[src/rtl/button_entry_pkg.sv]
// Shared constants and helpers for the push-button hex entry path.
// Button indices, edit-action encoding and the nibble wrap adder live here.
package button_entry_pkg;

  localparam int N_BTNS   = 5;
  localparam int N_DIGITS = 4;

  localparam int BTN_CENTER = 0;
  localparam int BTN_UP     = 1;
  localparam int BTN_LEFT   = 2;
  localparam int BTN_RIGHT  = 3;
  localparam int BTN_DOWN   = 4;

  typedef enum logic [2:0] {
    ACT_NONE,
    ACT_CLEAR,
    ACT_INC,
    ACT_DEC,
    ACT_CUR_UP,
    ACT_CUR_DOWN
  } action_e;

  // Only the highest-priority press in a cycle becomes an action; the rest are dropped.
  function automatic action_e select_action(input logic [N_BTNS-1:0] p);
    if (p[BTN_CENTER])     return ACT_CLEAR;
    else if (p[BTN_UP])    return ACT_INC;
    else if (p[BTN_DOWN])  return ACT_DEC;
    else if (p[BTN_LEFT])  return ACT_CUR_UP;
    else if (p[BTN_RIGHT]) return ACT_CUR_DOWN;
    else                   return ACT_NONE;
  endfunction

  function automatic logic [3:0] nibble_step(input logic [3:0] d, input logic dec);
    return dec ? d - 4'd1 : d + 4'd1;
  endfunction

endpackage

[src/rtl/btn_debounce.sv]
// One push-button channel: 2-flop synchronizer, debounce counter and
// a registered pulse on each debounced rising edge.
module btn_debounce
  import button_entry_pkg::*;
#(
  parameter int DEBOUNCE_CYCLES = 1_000_000
) (
  input  logic clk,
  input  logic rst_n,
  input  logic raw,
  output logic stable,
  output logic press
);

  localparam int CNT_W = $clog2(DEBOUNCE_CYCLES + 1);
  localparam logic [CNT_W-1:0] CNT_LAST = CNT_W'(DEBOUNCE_CYCLES - 1);

  logic             sync_p0;
  logic             sync_p1;
  logic [CNT_W-1:0] cnt;
  logic             flip;

  // The level flips on the cycle the disagreement run would reach DEBOUNCE_CYCLES.
  assign flip = (sync_p1 != stable) && (cnt == CNT_LAST);

  always_ff @(posedge clk or negedge rst_n) begin
    if (!rst_n) begin
      sync_p0 <= 1'b0;
      sync_p1 <= 1'b0;
      cnt     <= '0;
      stable  <= 1'b0;
      press   <= 1'b0;
    end else begin
      // sync stage boundary
      sync_p0 <= raw;
      sync_p1 <= sync_p0;
      // debounce stage boundary
      if (sync_p1 == stable) begin
        cnt <= '0;
      end else if (flip) begin
        cnt    <= '0;
        stable <= ~stable;
      end else begin
        cnt <= cnt + 1'b1;
      end
      press <= flip & ~stable;
    end
  end

endmodule

[src/rtl/button_entry.sv]
// Five debounced buttons edit a 4-digit hex value: center clears, up/down
// change the digit under the cursor, left/right move the cursor.
module button_entry
  import button_entry_pkg::*;
#(
  parameter int DEBOUNCE_CYCLES = 1_000_000
) (
  input  logic                  clk,
  input  logic                  rst_n,
  input  logic [N_BTNS-1:0]     btns,
  output logic [N_BTNS-1:0]     stable,
  output logic [N_BTNS-1:0]     press,
  output logic [4*N_DIGITS-1:0] value,
  output logic [1:0]            cursor
);

  action_e               action;
  logic [3:0]            digit;
  logic [4*N_DIGITS-1:0] value_next;
  logic [1:0]            cursor_next;

  for (genvar i = 0; i < N_BTNS; i++) begin : g_btn
    btn_debounce #(
      .DEBOUNCE_CYCLES(DEBOUNCE_CYCLES)
    ) u_debounce (
      .clk   (clk),
      .rst_n (rst_n),
      .raw   (btns[i]),
      .stable(stable[i]),
      .press (press[i])
    );
  end

  always_comb begin
    action      = select_action(press);
    digit       = value[{cursor, 2'b00} +: 4];
    value_next  = value;
    cursor_next = cursor;
    case (action)
      ACT_CLEAR: begin
        value_next  = '0;
        cursor_next = 2'd0;
      end
      ACT_INC:      value_next[{cursor, 2'b00} +: 4] = nibble_step(digit, 1'b0);
      ACT_DEC:      value_next[{cursor, 2'b00} +: 4] = nibble_step(digit, 1'b1);
      ACT_CUR_UP:   cursor_next = cursor + 2'd1;
      ACT_CUR_DOWN: cursor_next = cursor - 2'd1;
      default: ;
    endcase
  end

  // edit stage boundary
  always_ff @(posedge clk or negedge rst_n) begin
    if (!rst_n) begin
      value  <= '0;
      cursor <= 2'd0;
    end else begin
      value  <= value_next;
      cursor <= cursor_next;
    end
  end

endmodule
[config.mk]
export PLATFORM = sky130hd
export DESIGN_NAME = button_entry
export DESIGN_NICKNAME = d
export VERILOG_FILES = /design/src/rtl/button_entry_pkg.sv /design/src/rtl/btn_debounce.sv /design/src/rtl/button_entry.sv
export SDC_FILE = /design/constraint.sdc
export NUM_CORES = 1
export LEC_CHECK = 0
export ABC_AREA = 1
export CAP_MARGIN = 20
export CORE_MARGIN = 10
export CORE_UTILIZATION = 40
export CTS_CLUSTER_SIZE = 20
export DETAILED_ROUTE_END_ITERATION = 10
export GPL_TIMING_DRIVEN = 0
export HOLD_SLACK_MARGIN = 0.12
export PLACE_DENSITY = 0.58
export SLEW_MARGIN = 20
export SYNTH_ARGS = -nofsm -noshare
export SYNTH_HDL_FRONTEND = slang
export SYNTH_SLANG_ARGS = --single-unit
[constraint.sdc]
create_clock -name clk -period 2.4 [get_ports clk]
set_clock_uncertainty 0.1 [all_clocks]
set_input_delay 0.24 -clock clk [delete_from_list [all_inputs] [get_ports clk]]
set_output_delay 0.24 -clock clk [all_outputs]
set_load 0.005 [all_outputs]
=== After elaboration in Yosys (flattened, before gate mapping) ===
Cells that the tools add are included.

* Add/subtract/negate cells: 10
* Equality and inequality tests: 20
* Shifts and indexed selects: 4
* Mux-type cells: 19
* Bitwise logic cells: 15
* Reductions and logical operators: 12

{| class="wikitable"
|+ Operators with widths
! kind !! count
|-
| 20-bit two-way mux || 10
|-
| 20-bit by 1-bit adder with 20-bit output, second input constant || 5
|-
| 20-bit equality test, second input constant || 5
|-
| 16-bit one-hot mux with 3 select lines || 1
|-
| 16-bit bitwise mux || 2
|-
| 4-bit by 6-bit indexed part select with 16-bit output || 2
|-
| 4-bit by 6-bit variable shift with 16-bit output, first input constant || 1
|-
| 16-bit by 5-bit indexed part select with 4-bit output || 1
|-
| 3-bit two-way mux || 5
|-
| 1-bit inverter || 10
|-
| 2-bit AND reduction || 5
|-
| 3-bit by 2-bit equality test with 1-bit output, second input constant || 2
|-
| 3-bit equality test, second input constant || 2
|-
| 4-bit negator with 6-bit output || 1
|-
| 2-bit one-hot mux with 3 select lines || 1
|-
| 3-bit nonzero test || 2
|-
| 1-bit AND || 5
|-
| 1-bit equality test || 5
|-
| 1-bit logical AND || 5
|-
| 1-bit inequality test || 5
|-
| 4-bit by 1-bit adder with 4-bit output, second input constant || 1
|-
| 4-bit by 1-bit subtractor with 4-bit output, second input constant || 1
|-
| 3-bit by 1-bit equality test with 1-bit output, second input constant || 1
|-
| 2-bit by 1-bit adder with 2-bit output, second input constant || 1
|-
| 2-bit by 1-bit subtractor with 2-bit output, second input constant || 1
|}

* Flip-flop bits (word level): 138
* Bits of input ports: 7
* Output and inout bits: 28
* Logic and storage cells: 107

=== Longest topological paths before layout ===
* Depth after elaboration: 7
* Depth in mapped cells: 14
* Mapped depth without buffers: 13

=== Cells and area by module ===
Synthesis repeated with hierarchy kept, for this count alone.

* Cells, all modules: 1040
* Area total of the unflattened synthesis: 7992.7 sq um

{| class="wikitable"
|+ By module, submodules not included
! module !! instances !! cells an instance !! area each (sq um) !! seq. area each (sq um)
|-
| btn_debounce (g_btn[0].u_debounce ...) || 4 || 165 || 1292.5 || 600.6
|-
| button_entry || 1 || 215 || 1529.0 || 450.4
|-
| btn_debounce (g_btn[2].u_debounce) || 1 || 165 || 1293.7 || 600.6
|}

=== Worst setup path before layout ===
No wires, ideal clock.

* Path kind: reg2reg
* Start: reg cursor[1]
* End: reg value[1]
* Library setup time: 0.101 ns
* Arrival: 1.800 ns
* Data required time: 2.199 ns
* Path slack: 0.399 ns
* Stages on the path, launching flop included: 7
* Path buffers: 1
* Clock period less this slack: 2.001 ns
* Cell sequence: dfrtp_1 > buf_2 > inv_1 > ha_1 > nor3_1 > a21oi_1 > o32ai_1

* Word-level cells in the longest chain between the ends: 5
* Elaborated cells on any way between the ends: 10
* Classes of those cells: 3 x add/sub; 4 x shift; 3 x mux

{| class="wikitable"
|+ RTL lines
! element !! RTL line !! text
|-
| start: declaration || button_entry.sv:14 || <nowiki>output logic [1:0] cursor</nowiki>
|-
| start signal: assignment || button_entry.sv:59 || <nowiki>cursor <= cursor_next;</nowiki>
|-
| 16-bit by 5-bit indexed part select with 4-bit output || button_entry.sv:36 || <nowiki>digit = value[{cursor, 2'b00} +: 4];</nowiki>
|-
| 4-bit by 1-bit subtractor with 4-bit output or 4-bit by 1-bit adder with 4-bit output (tied branches) || -- ||
|-
| 4-bit by 6-bit indexed part select with 16-bit output (on tied branches) || button_entry.sv:45, button_entry.sv:44 ||
|-
| 16-bit bitwise mux (on tied branches) || button_entry.sv:45, button_entry.sv:44 ||
|-
| 16-bit one-hot mux with 3 select lines (*) || button_entry.sv:39 || <nowiki>case (action)</nowiki>
|-
| end signal: assignment || button_entry.sv:58 || <nowiki>value <= value_next;</nowiki>
|-
| end: declaration || button_entry.sv:13 || <nowiki>output logic [4*N_DIGITS-1:0] value,</nowiki>
|}

Every way passes the cells marked *; elsewhere a longest branch is shown, timed or not.
A chain may end at the register's enable or synchronous reset.

=== Final worst setup path ===
* Start: reg cursor[1]
* End: reg value[5]

Same word-level chain as after synthesis.

==> flow_summary_export.csv <==
group,metric,value,unit
critical_path,worst_reg2reg_setup_slack,0.18,ns
global_route,grt_util_met3,0.0351,
final_layout,mostFrequentLayoutCell,"nand2_1",
final_layout,finalNetCount,1006,
die,design.portCount,35,
routing,drt_first_pass_iters,6,
critical_path,crit-reg2reg-capture,"value[5]$_DFFE_PN0P_",
yosys,syn-num-nets,947,
yosys,synth_area_leaders,"dfrtp_1 (45%), nand2_1 (8.7%), inv_1 (5.8%)",
routing,dr.first_iter.drc_count,250,
global_route,grt.overflow.total,0,
power,vdd_ir_drop_max,0.510,mV
hold_path,holdCritStartpoint,"btns[2]",
global_route,initial_antenna_violation_count,0,
yosys,main_flop_type_after_synthesis,"dfrtp_1",
hold_path,hold_critical_path_endpoint,"g_btn[2].u_debounce.sync_p0$_DFF_PN0_",
job,max_cap_viols,0,
final_layout,final-seq-area,3450,um2
critical_path,end_kind,"flip-flop",
yosys,number_of_synthesized_flops_with_an_enable_pin,0,
critical_path,worst_r2r_startpoint,"cursor[1]$_DFFE_PN0P_",
cts,clk_pin_slew_worst_paths,0.06,ns
power,power.density,575,nW/um2
yosys,synth.distinct_cells,50,
yosys,synth-compound-area-share,0.0677,
final_layout,most-common-layout-cells,"nand2_1 (177), dfrtp_1 (137), inv_1 (116)",
power,power.leakage,0.00397,uW
placement,place_congestion,0.839,
global_route,busiest_layer,"met2",
cts,clock_tree_from_tritoncts,"yes",
cts,clk-insertion-delay-late,0.43,ns
die,floorplan.core_area,18800,um2
global_route,global_route_met2_utilization,0.218,
cts,clk_path_buf_depth,2,
timing,max_clock_freq,451,MHz
yosys,syn-cell-area,7670,um2
yosys,ys_warn_count,0,
final_layout,num-fill-cells,1852,
yosys,ys_seq_elements,138,
cts,cts_htree_levels,4,
timing,hold_violation_total_from_the_final_report,0,
timing,grt_setup_unrepaired,"false",
yosys,synthSimpleGateAreaFrac,0.335,
global_route,grt_util_met1,0.173,
routing,route.vias.total,6003,
yosys,async_flop_share,1.00,
critical_path,worstPathArrival,2.47,ns
critical_path,critical_path_class,"flip-flop to flip-flop",
yosys,yosys-mux-area-fraction,0,
die,dieArea,25100,um2
routing,drt.antenna.violating_nets,0,
status,outcome,"finished clean",
final_layout,area_of_the_multi_input_gates,3600,um2
placement,portBuffers,34,
final_layout,post_route_cells_drive_above_1_share,0.167,
global_route,grt_max_degree,84,
critical_path,cp_data_required_time,2.65,ns
critical_path,worst-path-max-fanout,7,
die,placement_rows,50,
final_layout,count_of_antenna_diodes_in_the_layout,0,
placement,place_area,8340,um2
power,power,5180,uW
yosys,post_synth.cell_area_avg,8.27,um2
die,die_width,159,um
hold_path,hold_path.class,"primary input to flip-flop",
cts,cts_made_buffers,17,
cts,tritoncts_num_sinks,138,
routing,drc,0,
timing,timing.max_slew.rel_slack,0.535,
global_route,global_route.usage.total,0.136,
timing,final.period_utilization,0.925,
yosys,synth-seq-area-share,0.450,
die,fp.dieH,159,um
hold_path,min_path_cells,1,
timing,worstMarginPinSlew,0.692,ns
timing,max_slew_vio_count,0,
global_route,global_route_wire_length_before_repair,27.9,mm
placement,post-dp-hpwl,11.5,mm
yosys,post_synth_xor_area_fraction,0.0439,
timing,setup_viol_count_final,0,
yosys,netlist_instances,928,
final_layout,flow.area_growth_from_synthesis,17.3,%
yosys,leading_area_contributor_after_synthesis,"dfrtp_1",
cts,clk_root_buffer_cell,"clkbuf_16",
final_layout,finish.instance_area,9000,um2
routing,routed_via_density,4.86,
critical_path,reg2reg_depth,12,
placement,worst_slack_at_placement,-0.0677,ns
yosys,synth_top_family_by_area,"simple AND/OR/NAND/NOR gates",
global_route,first_global_vias,5980,
yosys,synth_fa_ha_area_frac,0.0196,
routing,wl_per_cell,12.8,um
yosys,yosys.area.top_type_share,0.450,
timing,worst_slack,0.181,ns
routing,drt_wl_total,15.8,mm
timing,period_needed,2.22,ns
die,starting_utilization_of_the_core_area,0.409,
critical_path,worst_setup_path_start_kind,"flip-flop",
where the power goes:
group	leakage [uW]	internal, uW	switching (uW)
sequential	0.00189	2360	19.9
combinational	0.00181	53.1	109
clock	0.000271	1640	1000
total	0.00397	4050	1130
worst max-delay path, stage by stage (launching register included):
cell	delay, ns
dfrtp_1	0.41
buf_4	0.20
clkinvlp_4	0.15
nand3_1	0.10
nand2_2	0.13
inv_2	0.07
ha_2	0.35
inv_1	0.04
nand2_1	0.09
nand3_2	0.12
o21ai_0	0.16
nand2_1	0.06
a21oi_1	0.13
worst max-delay path by stage:
stage	to	startpoint	slack, ns
CTS	value[5]$_DFFE_PN0P_	cursor[1]$_DFFE_PN0P_	0.01
global placement	g_btn[3].u_debounce.cnt[14]$_DFF_PN0_	rst_n	-4.87
finish	value[5]$_DFFE_PN0P_	cursor[1]$_DFFE_PN0P_	0.18
global route	value[6]$_DFFE_PN0P_	cursor[1]$_DFFE_PN0P_	0.003
floorplan	value[1]$_DFFE_PN0P_	cursor[1]$_DFFE_PN0P_	0.40
detailed placement	value[10]$_DFFE_PN0P_	cursor[1]$_DFFE_PN0P_	-0.07
through the flow:
stage / instances / setup TNS, ns / util / hold WS [ns]
floorplan: 928 / 0 / - / -0.156
global placement: 1196 / -670.97 / 0.443 / 0.233
detailed placement: 1197 / -0.103 / 0.444 / 0.0983
CTS: 1230 / 0 / 0.477 / 0.132
global route: 1234 / 0 / 0.480 / 0.132
finish: 1234 / 0 / 0.480 / 0.151
layout make-up:
class                           instances  share of cell area
Tap cell                              234              0.0325
Clock inverter                         10              0.0158
Multi-Input combinational cell        638               0.400
Sequential cell                       138               0.384
Timing Repair Buffer                   40              0.0459
Inverter                              131              0.0553
Clock buffer                           22              0.0493
Buffer                                 21              0.0171
cells in the mapped netlist (all sizes together) (2+ instances only):
cell type	count
a21oi	41
a31oi	5
and3	3
buf	19
clkbuf	2
dfrtp	138
ha	12
inv	131
nand2	192
nand3	66
nand3b	6
nand4	21
nor2	144
nor3	38
nor3b	11
nor4	11
o21ai	31
o31ai	2
o32ai	3
or2	10
xnor2	14
xor2	21
what timing repair did:
action,CTS,global route
setup endpoints to repair,3,7
gates resized for setup,3,8
buffers inserted,0,4
hold buffers,1,0
hold endpoints to repair,87,0
per-layer routing:
metal	vias up	routed length [um]
li1	3105	-
met1	2791	7720
met2	87	7200
met3	20	676
met4	0	238
met5	-	0
cells by family (layout without fill, tap and decap cells):
kind of cell | after synthesis | after routing
compound gates | 89 | 89
xor+xnor | 35 | 35
fa+ha+maj | 12 | 12
buf+inv | 152 | 224
flops | 138 | 138
simple gates | 502 | 502
flip-flops by register name, summed over array words and instances, names as in the netlist:
signal / count
g_btn.u_debounce.stable: 5
value: 16
g_btn.u_debounce.sync_p1: 5
g_btn.u_debounce.press: 5
cursor: 2
g_btn.u_debounce.sync_p0: 5
g_btn.u_debounce.cnt: 100
Note: power is estimated with default switching activity, not from simulation.
